[config.mk]
export PLATFORM = sky130hd
export DESIGN_NAME = sbqm_queue_ctrl_flat
export DESIGN_NICKNAME = d
export VERILOG_FILES = /design/src/rtl/sbqm_queue_ctrl_if.sv /design/src/rtl/sbqm_queue_ctrl.sv /design/src/flat_wrapper.sv
export SDC_FILE = /design/constraint.sdc
export NUM_CORES = 1
export LEC_CHECK = 0
export BUFFER_PORTS_ARGS = -buffer_cell sky130_fd_sc_hd__buf_2
export CAP_MARGIN = 20
export CELL_PAD_IN_SITES_DETAIL_PLACEMENT = 1
export CELL_PAD_IN_SITES_GLOBAL_PLACEMENT = 1
export CORE_ASPECT_RATIO = 1.2
export CORE_MARGIN = 10
export CORE_UTILIZATION = 36
export CTS_BUF_LIST = sky130_fd_sc_hd__clkbuf_4 sky130_fd_sc_hd__clkbuf_8 sky130_fd_sc_hd__clkbuf_16
export DETAILED_ROUTE_END_ITERATION = 6
export GPL_TIMING_DRIVEN = 0
export PLACE_DENSITY_LB_ADDON = 0.2
export SYNTH_ARGS = -nofsm -noshare
export SYNTH_HDL_FRONTEND = slang
export SYNTH_SLANG_ARGS = --single-unit
[constraint.sdc]
create_clock -name clk -period 1.9 [get_ports clk]
set_input_delay 0.38 -clock clk [delete_from_list [all_inputs] [get_ports clk]]
set_output_delay 0.38 -clock clk [all_outputs]
set_load 0.02 [all_outputs]
[src/rtl/sbqm_queue_ctrl_if.sv]
// rtl/sbqm_queue_ctrl_if.sv - waiting-time ROM address/data bus between queue controller and ROM
interface sbqm_queue_ctrl_if #(parameter int N = 3);
  logic [1:0]   rom_tcount;
  logic [N-1:0] rom_pcount;
  logic [4:0]   rom_wcount;

  modport master (output rom_tcount, output rom_pcount, input rom_wcount);
  modport slave  (input rom_tcount, input rom_pcount, output rom_wcount);
endinterface

[src/rtl/sbqm_queue_ctrl.sv]
// rtl/sbqm_queue_ctrl.sv - bank queue counter, teller count and waiting-time ROM lookup sequencer
module sbqm_queue_ctrl #(
  parameter int N = 3
) (
  input  logic               clk,
  input  logic               rst,
  input  logic               front_sensor,
  input  logic               back_sensor,
  input  logic [1:0]         tcount_in,
  input  logic               tcount_load,
  sbqm_queue_ctrl_if.master  rom,
  output logic [N-1:0]       pcount,
  output logic [1:0]         tcount,
  output logic [4:0]         wcount,
  output logic               wcount_valid,
  output logic               full,
  output logic               empty
);

  localparam logic [N-1:0] MAXP = '1;
  localparam logic [N-1:0] ONE  = {{(N-1){1'b0}}, 1'b1};

  typedef enum logic [1:0] {IDLE, REQ, CAP} state_t;

  state_t       state, state_next;
  logic [2:0]   front_sync, back_sync;
  logic         entry_evt, exit_evt;
  logic [N-1:0] pcount_next;
  logic [1:0]   tcount_next;
  logic         changed, dirty, start, capture;

  assign entry_evt = front_sync[1] & ~front_sync[2];
  assign exit_evt  = back_sync[1] & ~back_sync[2];
  assign full      = (pcount == MAXP);
  assign empty     = (pcount == '0);

  // Saturating occupancy update; simultaneous events cancel except at the rails.
  always_comb begin
    pcount_next = pcount;
    case ({entry_evt, exit_evt})
      2'b10: if (!full) pcount_next = pcount + ONE;
      2'b01: if (!empty) pcount_next = pcount - ONE;
      2'b11: begin
        if (empty) pcount_next = ONE;
        else if (full) pcount_next = pcount - ONE;
      end
      default: ;
    endcase
  end

  assign tcount_next = (tcount_load && tcount_in != 2'd0) ? tcount_in : tcount;
  assign changed     = (pcount_next != pcount) || (tcount_next != tcount);

  always_comb begin
    state_next = state;
    start      = 1'b0;
    capture    = 1'b0;
    case (state)
      IDLE: if (dirty) begin
        state_next = REQ;
        start      = 1'b1;
      end
      REQ: state_next = CAP;
      CAP: begin
        state_next = IDLE;
        capture    = 1'b1;
      end
      default: state_next = IDLE;
    endcase
  end

  always_ff @(posedge clk or posedge rst) begin
    if (rst) state <= IDLE;
    else     state <= state_next;
  end

  always_ff @(posedge clk or posedge rst) begin
    if (rst) begin
      front_sync     <= '0;
      back_sync      <= '0;
      pcount         <= '0;
      tcount         <= 2'd1;
      dirty          <= 1'b1;
      rom.rom_tcount <= 2'd1;
      rom.rom_pcount <= '0;
      wcount         <= '0;
      wcount_valid   <= 1'b0;
    end else begin
      front_sync <= {front_sync[1:0], front_sensor};
      back_sync  <= {back_sync[1:0], back_sensor};
      pcount     <= pcount_next;
      tcount     <= tcount_next;
      // A change on the same edge as the snapshot keeps dirty so the stale lookup is redone.
      if (changed)    dirty <= 1'b1;
      else if (start) dirty <= 1'b0;
      if (start) begin
        rom.rom_tcount <= tcount;
        rom.rom_pcount <= pcount;
      end
      if (capture) wcount <= rom.rom_wcount;
      if (changed)      wcount_valid <= 1'b0;
      else if (capture) wcount_valid <= ~dirty;
    end
  end

endmodule

[src/flat_wrapper.sv]
// flat-port wrapper written by rule: the top's interface ports become plain ports
module sbqm_queue_ctrl_flat 
#(
  parameter int N = 3
)
  (clk, rst, front_sensor, back_sensor, tcount_in, tcount_load, pcount, tcount, wcount, wcount_valid, full, empty, rom_rom_tcount, rom_rom_pcount, rom_rom_wcount);
  sbqm_queue_ctrl_if #(.N(N)) rom_i ();
  input  logic clk;
  input  logic rst;
  input  logic front_sensor;
  input  logic back_sensor;
  input  logic [1:0] tcount_in;
  input  logic tcount_load;
  output logic [N-1:0] pcount;
  output logic [1:0] tcount;
  output logic [4:0] wcount;
  output logic wcount_valid;
  output logic full;
  output logic empty;
  output wire logic [$bits(rom_i.rom_tcount)-1:0] rom_rom_tcount;
  output wire logic [$bits(rom_i.rom_pcount)-1:0] rom_rom_pcount;
  input wire logic [$bits(rom_i.rom_wcount)-1:0] rom_rom_wcount;
  assign rom_rom_tcount = rom_i.rom_tcount;
  assign rom_rom_pcount = rom_i.rom_pcount;
  assign rom_i.rom_wcount = rom_rom_wcount;
  sbqm_queue_ctrl #(.N(N)) u_core (.clk(clk), .rst(rst), .front_sensor(front_sensor), .back_sensor(back_sensor), .tcount_in(tcount_in), .tcount_load(tcount_load), .rom(rom_i), .pcount(pcount), .tcount(tcount), .wcount(wcount), .wcount_valid(wcount_valid), .full(full), .empty(empty));
endmodule
==> results.cfg <==
[sta]
min_period_ns = 2.01
finalClockSkew_ns = 0.00431
finalSetupViolCount = 3
final.setup.tns_ns = -0.265
worst_pin_slew_ns = 0.949
fin_crit_sh = 1.06
finalHoldViolCount = 0
relSlewSlack = 0.367
rsz0062_at_grt = true
final_max_slew_viol_count = 0
setup_ws_ns = -0.115
fmax_mhz = 496

[floorplanning]
core_um2 = 3060
io_pins = 30
die-width_um = 71.4
dieArea_um2 = 5840
fp.dieH_um = 81.7
row_count = 22
start_util = 0.374

[final_layout]
fin_area_um2 = 1540
n_fill_cell = 335
synthToLayoutAreaGrowth_pct = 35.2
drive_gt1_frac = 0.531
layout.nets = 164
utilization = 0.505
diodes = 0

[worst_setup_path]
worstPathMaxFanout = 4
path_class = reg -> reg
critPathLaunchType = flop
crit_required_ns = 2.15
endpoint_kind = flop
crit_arrival_ns = 2.27

[synth]
yosysUniqueCellTypes = 34
synth_top_family_by_area = simple AND/OR/NAND/NOR gates
yosys_warnings = 0
synthSimpleGateAreaFrac = 0.177
syn_area_um2 = 1140
netlist_top_cells_area = dfrtp_1, mux2_2, dfstp_2
yosys.area_share.adder = 0.0526
syn_inst = 98
synth_compound_area_frac = 0.0876
synth_top_cell_area_share = 0.482
synth.area.mux_share = 0.107
yosysTopAreaCell = dfrtp_1
syn_area_per_cell_um2 = 11.7
synth_edf_count = 0
ys.flop_type = dfrtp_1
ys_ff_latch = 25
synth_commonest_cells = dfrtp_1, nand2_1, mux2_2
ys_seq_area_frac = 0.551
synth_most_common_cell = dfrtp_1
synth-xor-area-share = 0.00767
async_flop_share = 1.00
synth.net_count = 114

[detailed_routing]
post-route-drc-count = 0
num_vias = 928
routed_via_density = 5.07
routed_wl_um = 3160
ant_nets = 0
drtIter0Drc = 30
first_pass_iters = 4
wl_per_cell_um = 17.3

[placement]
portBuffers = 29
dpl_cell_area_um2 = 1350
pre_cts_slack_ns = -0.201
hpwl_um = 2110
finalWeightedCongestion = 0.852

[global_route]
grt_usage = 0.113
grt_overflow = 0
grt_max_degree = 26
grt_pass1_vias = 1004
grt_pass1_wl_um = 5260
antenna_found_initial = 0

[clocking]
clock_path_buffers = 2
postCtsHoldBufs = 0
clock_latency_ns = 0.32
cts_tree = yes
cts_buffers = 3
cts_root_buf = clkbuf_4
clock_sinks = 25
clk_pin_slew_ns = 0.14
htree_levels = 1

[pwr]
internal_power_mw = 1.54
p_switching_mw = 1.07
power_per_cell_area_nw_per_um2 = 1690
power_frac_seq = 0.351
combinationalPowerShare = 0.548
irDropWorstVdd_uv = 903
power_switching_share = 0.409
power.leakage_nw = 0.725
power_frac_clock = 0.101
power.total_mw = 2.60

[worst_hold_path]
min_path_type = in -> reg

[run_status]
violations = setup timing
outcome = finished with violations

[run]
drv_cap = 0
==> what timing repair did <==
| action | CTS | global route |
|---|---|---|
| buffers inserted | 15 | 1 |
| setup endpoints to repair | 3 | 3 |
| resized for setup | 6 | 5 |
| pin swaps | 4 | 3 |
==> final cells by class <==
cell class                      instances  area (µm²)  share of cell area
Multi-Input combinational cell         68         542               0.351
Timing Repair Buffer                   45         272               0.176
Clock buffer                            4        30.0              0.0194
Buffer                                  1        3.75             0.00243
Sequential cell                        25         632               0.409
Inverter                                4        20.0              0.0130
Tap cell                               36        45.0              0.0292
==> power groups by stage <==
stage	Combinational, mW	Sequential [mW]	Clock (mW)
floorplan	0.578	1.09	0
global placement	1.08	0.914	0
detailed placement	1.10	0.934	0
CTS	1.37	0.914	0.273
global route	1.55	0.949	0.302
finish	1.43	0.915	0.262
==> placed cells by master, fill, tap and decap left out, types with 2 or more instances in the layout <==
cell type	instances
mux2_2	10
dfrtp_1	20
buf_4	16
dfrtp_2	2
nor2_1	2
nand3_1	3
nand2_1	11
inv_4	2
nand2b_1	3
nor3_1	2
nor2b_1	2
a21oi_1	2
clkbuf_4	4
dfstp_2	3
o21ai_0	8
ha_1	2
buf_2	28
ha_4	2
o211ai_1	2
==> path summary, 6_finish.rpt <==
path	startpoint	endpoint	slack [ns]	cells after the start
worst max-delay path	u_core.pcount[1]	u_core.dirty	-0.11	6
worst min-delay path	back_sensor	u_core.back_sync[0]	0.15	1
worst max register to register	u_core.pcount[1]	u_core.dirty	-0.11	6
worst min register to register	u_core.back_sync[0]	u_core.back_sync[1]	0.37	0
max in group asynchronous	rst	u_core.pcount[0]	1.02	2
min in group asynchronous	rst	u_core.wcount[0]	0.25	2
==> through the flow <==
| stage | hold slack [ns] | instances |
|---|---|---|
| 2_1_floorplan | 0.331 | 98 |
| 3_3_place_gp | 0.334 | 163 |
| 3_5_place_dp | 0.339 | 163 |
| 4_1_cts | 0.138 | 182 |
| 5_1_grt | 0.115 | 183 |
| 6_report | 0.150 | 183 |
==> metal layers <==
layer | global-route usage | up-vias | routed length (µm)
met3 | 0.0193 | 2 | 53
met4 | 0.0407 | 0 | 17
met5 | 0 | - | 0
met2 | 0.193 | 17 | 1650
li1 | - | 440 | -
met1 | 0.139 | 469 | 1440
==> critical path: stages (launching register included) <==
cell	delay, ns
dfrtp_2	0.49
ha_4	0.18
and2_4	0.15
nand2b_4	0.15
nor4bb_1	0.12
or3_1	0.41
or4_4	0.43
==> sequential cells by signal (all words and copies together) (netlist names) <==
| signal | flops |
|---|---|
| u_core.wcount | 5 |
| u_core.back_sync | 3 |
| u_core.front_sync | 3 |
| u_core.pcount | 3 |
| u_core.rom.rom_pcount | 3 |
| u_core.rom.rom_tcount | 2 |
| u_core.state | 2 |
| u_core.tcount | 2 |
| u_core.dirty | 1 |
| u_core.wcount_valid | 1 |
==> logic make-up after synthesis <==
logic type	after synthesis
buffers and inverters	5
multiplexers	11
flip-flops	25
AO/OA/AOI/OAI	17
XOR/XNOR	1
adder cells (fa/ha/maj)	5
AND/OR/NAND/NOR	34
Power figures use the tool's default switching activity.
